--- config.mk ---
export PLATFORM = sky130hd
export DESIGN_NAME = seq_multiplier
export DESIGN_NICKNAME = d
export VERILOG_FILES = /design/src/rtl/seq_multiplier.sv
export SDC_FILE = /design/constraint.sdc
export NUM_CORES = 1
export LEC_CHECK = 0
export CAP_MARGIN = 40
export CELL_PAD_IN_SITES_DETAIL_PLACEMENT = 1
export CELL_PAD_IN_SITES_GLOBAL_PLACEMENT = 2
export CORE_ASPECT_RATIO = 1.1
export CORE_MARGIN = 2
export CORE_UTILIZATION = 33
export CTS_BUF_LIST = sky130_fd_sc_hd__clkbuf_16
export DETAILED_ROUTE_END_ITERATION = 10
export PLACE_DENSITY = 0.79
export SYNTH_ARGS = -nofsm -noshare
export SYNTH_HDL_FRONTEND = slang
export SYNTH_SLANG_ARGS = --single-unit
--- constraint.sdc ---
create_clock -name clk -period 3.7 [get_ports clk]
set_input_delay 0.925 -clock clk [delete_from_list [all_inputs] [get_ports clk]]
set_output_delay 0.925 -clock clk [all_outputs]
set_load 0.1 [all_outputs]
--- src/rtl/seq_multiplier.sv ---
// seq_multiplier: iterative unsigned shift-add multiplier, one bit per clock.
// Optional SEQ_MUL_EARLY_EXIT_EN finishes once the remaining multiplier bits are zero.
module seq_multiplier #(
  parameter int unsigned l = 16
) (
  input  logic         clk,
  input  logic         rst,
  input  logic         Start,
  input  logic [l-1:0] A,
  input  logic [l-1:0] B,
  output logic         Busy,
  output logic         Done,
  output logic [l-1:0] ProductLow,
  output logic [l-1:0] ProductHigh
);

  localparam int unsigned CW = $clog2(l + 1);

  typedef enum logic [1:0] {
    IDLE,
    RUN,
    DONE
  } state_t;

  state_t          state;
  state_t          state_nx;
  logic [l-1:0]    mcand;
  logic [2*l-1:0]  acc;
  logic [CW-1:0]   cnt;
  logic [CW-1:0]   cnt_nx;
  logic [l:0]      sum;
  logic [2*l-1:0]  shifted;
  logic [2*l-1:0]  result;
  logic            finish;
  logic            accept;

  // one shift-add step: add multiplicand to upper half, shift the whole register right
  always_comb begin
    sum     = {1'b0, acc[2*l-1:l]} + (acc[0] ? {1'b0, mcand} : '0);
    shifted = {sum, acc[l-1:1]};
    cnt_nx  = cnt + 1'b1;
  end

`ifdef SEQ_MUL_EARLY_EXIT_EN
  logic [l-1:0] mask;

  // low bits still holding unprocessed multiplier; stop once they are all zero
  always_comb begin
    mask   = {l{1'b1}} >> cnt_nx;
    finish = (shifted[l-1:0] & mask) == '0;
    result = shifted >> (CW'(l) - cnt_nx);
  end
`else
  // fixed latency: finish after all l multiplier bits
  always_comb begin
    finish = cnt_nx == CW'(l);
    result = shifted;
  end
`endif

  assign accept = Start && (state == IDLE || state == DONE);

  // state register
  always_ff @(posedge clk or posedge rst) begin
    if (rst) state <= IDLE;
    else     state <= state_nx;
  end

  // next-state and handshake outputs
  always_comb begin
    state_nx = state;
    Busy     = 1'b0;
    Done     = 1'b0;
    unique case (state)
      IDLE: begin
        if (Start) state_nx = RUN;
      end
      RUN: begin
        Busy = 1'b1;
        if (finish) state_nx = DONE;
      end
      DONE: begin
        Done     = 1'b1;
        state_nx = Start ? RUN : IDLE;
      end
      default: state_nx = IDLE;
    endcase
  end

  // operand capture, iteration datapath and result registers
  always_ff @(posedge clk or posedge rst) begin
    if (rst) begin
      mcand       <= '0;
      acc         <= '0;
      cnt         <= '0;
      ProductLow  <= '0;
      ProductHigh <= '0;
    end else if (accept) begin
      mcand <= A;
      acc   <= {{l{1'b0}}, B};
      cnt   <= '0;
    end else if (state == RUN) begin
      acc <= shifted;
      cnt <= cnt_nx;
      if (finish) begin
        ProductHigh <= result[2*l-1:l];
        ProductLow  <= result[l-1:0];
      end
    end
  end

endmodule

## Yosys cells after proc, flatten, opt, wreduce, memory -nomap -nowiden

Index checks and enable logic that the tools add are counted.

| word-level totals | value |
|---|---|
| logic and storage cells | 31 |
| register bits | 87 |
| output and inout bits | 34 |

| operators by class | value |
|---|---|
| bitwise gates (word level) | 1 |
| eq/ne operators | 5 |
| reductions and logical operators | 6 |
| muxes and demuxes | 11 |
| $add $sub $neg | 2 |

Operators with widths:

| cell | count |
|---|---|
| $mux W32 | 2 |
| $add A16 B16 Y17 | 1 |
| $mux W16 | 1 |
| $mux W5 | 2 |
| $pmux W2 S3 | 1 |
| $add A5 B1 Y5 const B | 1 |
| $eq A5 B5 Y1 const B | 1 |
| $mux W2 | 2 |
| $ne A2 B2 Y1 const B | 2 |
| $mux W1 | 3 |
| $reduce_and A3 Y1 | 1 |
| $eq A2 B1 Y1 const B | 1 |
| $eq A2 B2 Y1 const B | 1 |
| $logic_not A2 Y1 | 1 |
| $reduce_and A2 Y1 | 1 |
| $reduce_bool A2 Y1 | 1 |
| $logic_and A1 B1 Y1 | 1 |
| $logic_or A1 B1 Y1 | 1 |
| $not A1 Y1 | 1 |

## Longest topological paths before layout

| logic depth | value |
|---|---|
| depth in word-level cells | 5 |
| mapped depth | 10 |
| depth with buffers taken out | 9 |

## Least setup slack after synthesis

No wires, ideal clock.

| timing | value |
|---|---|
| kind | register to output |
| start | reg state[1] |
| end | out Busy |
| data arrival time | 1.768 ns |
| stages on the path, launching flop included | 5 |
| path slack | 1.007 ns |
| data required time | 2.775 ns |
| cell sequence | dfrtp_1 -> nand2b_1 -> buf_2 -> clkinv_1 -> clkbuf_1 |

| on the way | value |
|---|---|
| longest elaborated chain between the ends | 2 |

RTL lines:

| element | RTL line | RTL |
|---|---|---|
| start: declaration | 25 | `state_t state;` |
| start signal: assignment | 66 | `else state <= state_nx;` |
| $eq A2 B1 Y1 | 74 | `unique case (state)` |
| $mux W1 | 74 |  |
| end: declaration | 11 | `output logic Busy,` |

Every way passes these cells.

## Worst setup path in the final report

| timing | value |
|---|---|
| start | reg acc[0] |
| end | reg acc[27] |

| on the way | value |
|---|---|
| longest elaborated chain between the ends | 4 |

RTL lines:

| element | RTL line | RTL |
|---|---|---|
| start: declaration | 28 | `logic [2*l-1:0] acc;` |
| start signal: assignment | 100 | `acc <= {{l{1'b0}}, B};` |
| start signal: assignment | 103 | `acc <= shifted;` |
| $mux W16 | 39 | `sum = {1'b0, acc[2*l-1:l]} + (acc[0] ? {1'b0, mcand} : '0);` |
| $add A16 B16 Y17 | 39 |  |
| $mux W32 | 102 | `end else if (state == RUN) begin` |
| $mux W32 | 98 | `end else if (accept) begin` |

Every way passes these cells. The select of a mux whose other input is x is not followed.
A chain may end at the register's enable or synchronous reset.

==> impl_summary.txt <==
----------------------------------------------------
[Clock tree]
  Clock input transition at the sequential cells of the worst setup and hold paths ... 0.06 ns
  Count of instances resized after the clock tree is built ... 0
  Setup Fix Bufs, Post-CTS ... 0
  Number of sinks driven by the clock tree ... 87
  Clock tree from TritonCTS ... done
  Clock latency on the worst-skew pair ... 0.34 ns
  Cts bufs inserted ... 9
  Number of buffers added to fix hold violations after cts ... 0
  Clock root cell ... sky130_fd_sc_hd__clkbuf_16
  H-tree depth reported by CTS ... 3
  Largest buffer count on any clock path ... 2

[Synth]
  Syn avg cell area ... 9.28 um^2
  Post-synth ARST share ... 100%
  Unique masters post-synth ... 51
  Cell type with the highest aggregate area in the netlist ... sky130_fd_sc_hd__dfrtp_1
  Synth area leaders ... sky130_fd_sc_hd__dfrtp_1, sky130_fd_sc_hd__nand2_1, sky130_fd_sc_hd__ha_1, sky130_fd_sc_hd__a22oi_1, sky130_fd_sc_hd__and2_1
  Number of standard cells after synthesis ... 470
  Area fraction of the dominant cell type after synthesis ... 49.9%
  Mapped cell area ... 0.00436 mm^2
  Number of storage elements in the synthesis netlist ... 87
  Synthesis warning total ... 0
  Number of nets in the synthesized netlist ... 523
  Top_reg_cell synth ... sky130_fd_sc_hd__dfrtp_1
  Number of flops mapped to enable cells by yosys ... 0
  Part of the Yosys area used for sequential elements ... 49.9%

[Timing]
  Final sum of negative setup slack ... 0 ns
  Count of final max-slew check failures ... 0
  Relative slew margins ... 51.4%
  Part of the cycle the worst path needs ... 78.2%
  Final Hold Violating Endpoints ... 0
  Transition time at the pin with the least slew margin ... 0.729 ns
  Fmax ... 346 MHz
  Period minus WS final ... 2.89 ns
  Unrepaired setup endpoints after global routing ... false
  Number of failing setup endpoints in the final timing report ... 0
  Clock Skew ... 0.00623 ns

[Die]
  Die W ... 114 um
  Number of standard-cell rows in the floorplan ... 44
  Area of the die ... 0.0142 mm^2
  Y dimension of the die ... 125 um
  Boundary Pins ... 69
  Initial standard-cell utilization of the core ... 33.4%
  Floorplan Core Area ... 0.0130 mm^2

[Setup path]
  Maximum fanout encountered on the critical timing path ... 17
  Cells traversed along the worst timing path ... and2_1 > ha_1 > fa_1 > a21oi_2 > nand4b_1 > a21o_1 > a21oi_1 > or3_1 > a32o_1
  Crit Path Class ... flop to flop
  Element type at the critical path start ... flop
  Required @ worst endpoint ... 3.93 ns
  Worst path slowest cell ... sky130_fd_sc_hd__dfrtp_1
  Kind of cell with the highest combined delay on the critical path ... simple AND/OR/NAND/NOR gates
  CP Capture Type ... flop
  Number of buffers and inverters on the critical path ... 0
  Slowest cell delay on critical path ... 0.56 ns
  Worst EP arrival ... 3.12 ns

[Global route]
  Number of antenna violations at the first check in global routing ... 0
  Maximum number of pins on one net before global-route repair ... 49
  Via count of the first global-routing pass ... 4042
  First-pass GRT wire length ... 20300 um
  Grt ovf ... 0
  Global router's overall resource usage ... 17.9%

[Drt]
  Average wire length per cell after detail routing ... 16.5 um
  Number of search-and-repair iterations in the first detailed-routing pass ... 4
  First-iteration detailed-routing DRC count ... 125
  Final WL ... 11900 um
  Via density per instance ... 5.13
  DRC violations left ... 0
  Number of nets with antenna violations after detailed routing ... 0
  Vias after detailed routing ... 3676

[Min path]
  Type of the most critical hold path ... flop to flop

[Final layout]
  Fraction of final layout cells sized beyond drive strength 1 ... 12.9%
  Antenna Diode Count ... 0
  Post-layout nets ... 604
  Layout-stage area growth over the synthesis result ... 32.7%

[Status]
  Result of the run ... finished clean

[Placed design]
  I/O Buffers ... 68
  Final Wtd Congestion ... 0.821
  Sum of net half-perimeters after detailed placement ... 8310 um

[Job]
  Max-cap violations ... 0

----------------------------------------------------
==> routing by layer <==
layer | track usage (%) | vias to the layer above | share of wire (%)
met3 | 3.70 | 7 | 3.7
li1 | - | 1771 | -
met4 | 4.66 | 0 | 0.69
met5 | 0 | - | 0
met1 | 23.4 | 1840 | 45
met2 | 30.2 | 58 | 50
==> metrics by stage <==
step | area, um^2 | instances | util [%] | setup WS, ns | hold WS (ns)
floorplan | 4360 | 470 | - | 0.525 | 0.437
global placement | 5170 | 680 | 39.7 | 0.914 | 0.458
detailed placement | 5500 | 701 | 42.2 | 0.806 | 0.459
CTS | 5790 | 717 | 44.4 | 0.786 | 0.475
global route | 5790 | 717 | 44.4 | 0.632 | 0.510
finish | 5790 | 717 | 44.4 | 0.808 | 0.469
==> path summary, 6_finish.rpt <==
| check | start | to | slack, ns | depth (start not counted) |
|---|---|---|---|---|
| hold reg to reg | mcand[12]$_DFFE_PP0P_ | mcand[12]$_DFFE_PP0P_ | 0.47 | 2 |
| setup / recovery | acc[0]$_DFFE_PP0P_ | acc[27]$_DFFE_PP0P_ | 0.81 | 9 |
| hold / removal | mcand[12]$_DFFE_PP0P_ | mcand[12]$_DFFE_PP0P_ | 0.47 | 2 |
| setup reg to reg | acc[0]$_DFFE_PP0P_ | acc[27]$_DFFE_PP0P_ | 0.81 | 9 |
| min in group asynchronous | rst | ProductLow[10]$_DFFE_PP0P_ | 1.00 | 2 |
| max in group asynchronous | rst | ProductHigh[9]$_DFFE_PP0P_ | 1.99 | 3 |
==> synth_stat cells (4+ instances only) <==
library cell	number
sky130_fd_sc_hd__and2_1	16
sky130_fd_sc_hd__xnor2_1	8
sky130_fd_sc_hd__nand2_1	165
sky130_fd_sc_hd__a22oi_1	16
sky130_fd_sc_hd__nand3_1	9
sky130_fd_sc_hd__nor2_1	9
sky130_fd_sc_hd__clkbuf_1	18
sky130_fd_sc_hd__a21o_1	10
sky130_fd_sc_hd__a22o_1	11
sky130_fd_sc_hd__xor2_1	4
sky130_fd_sc_hd__dfrtp_1	87
sky130_fd_sc_hd__buf_2	7
sky130_fd_sc_hd__a21oi_1	12
sky130_fd_sc_hd__ha_1	17
sky130_fd_sc_hd__nand4_1	9
sky130_fd_sc_hd__mux2_2	5
sky130_fd_sc_hd__o21ai_0	14
==> worst min-delay path, stage by stage (launching register included) <==
cell and delay [ns]:
sky130_fd_sc_hd__dfrtp_1 0.34, sky130_fd_sc_hd__nand2_1 0.05, sky130_fd_sc_hd__nand2_1 0.05
==> registers in the layout (all words and copies together) (netlist names) <==
signal,flops
ProductHigh,16
ProductLow,16
acc,32
cnt,5
mcand,16
state,2
==> cell type report <==
| cell class | count | area (um^2) |
|---|---|---|
| multi-input cells | 353 | 2070 |
| inverters | 4 | 16.3 |
| repair buffers | 96 | 1040 |
| fillers | 1453 | 7260 |
| flip-flops and latches | 87 | 2180 |
| clock inverters | 7 | 63.8 |
| clock buffers | 9 | 225 |
| well taps | 161 | 201 |
==> placed cells by master (no fill, tap or decap), types with 2 or more instances in the layout <==
master                              n
sky130_fd_sc_hd__a2111oi_0          2
sky130_fd_sc_hd__a211o_1            2
sky130_fd_sc_hd__a211oi_1           3
sky130_fd_sc_hd__a21o_1            10
sky130_fd_sc_hd__a21oi_1           12
sky130_fd_sc_hd__a21oi_2            3
sky130_fd_sc_hd__a22o_1            11
sky130_fd_sc_hd__a22oi_1           16
sky130_fd_sc_hd__a31oi_1            2
sky130_fd_sc_hd__and2_1            16
sky130_fd_sc_hd__buf_4             19
sky130_fd_sc_hd__buf_8             20
sky130_fd_sc_hd__clkbuf_16          9
sky130_fd_sc_hd__clkdlybuf4s50_1   55
sky130_fd_sc_hd__clkinv_1           4
sky130_fd_sc_hd__clkinv_2           2
sky130_fd_sc_hd__clkinv_4           2
sky130_fd_sc_hd__dfrtp_1           87
sky130_fd_sc_hd__ha_1              17
sky130_fd_sc_hd__mux2_2             5
sky130_fd_sc_hd__nand2_1          165
sky130_fd_sc_hd__nand2b_1           3
sky130_fd_sc_hd__nand3_1            9
sky130_fd_sc_hd__nand3b_1           2
sky130_fd_sc_hd__nand4_1            9
sky130_fd_sc_hd__nand4b_1           3
sky130_fd_sc_hd__nor2_1             8
sky130_fd_sc_hd__nor2b_1            2
sky130_fd_sc_hd__nor3_1             2
sky130_fd_sc_hd__o211ai_1           2
sky130_fd_sc_hd__o21ai_0           14
sky130_fd_sc_hd__o21ai_1            2
sky130_fd_sc_hd__or4_1              2
sky130_fd_sc_hd__xnor2_1            8
sky130_fd_sc_hd__xor2_1             4
==> kinds of logic after synthesis <==
group | synth area share (%)
AND/OR/NAND/NOR | 22.6
AO/OA/AOI/OAI | 15.3
flip-flops | 49.9
buffers and inverters | 2.87
adder cells (fa/ha/maj) | 5.33
XOR/XNOR | 2.41
multiplexers | 1.52
Power is left out: the tool's default activity adds up to more than one toggle a clock period on the data nets, which glitch-free logic cannot reach.
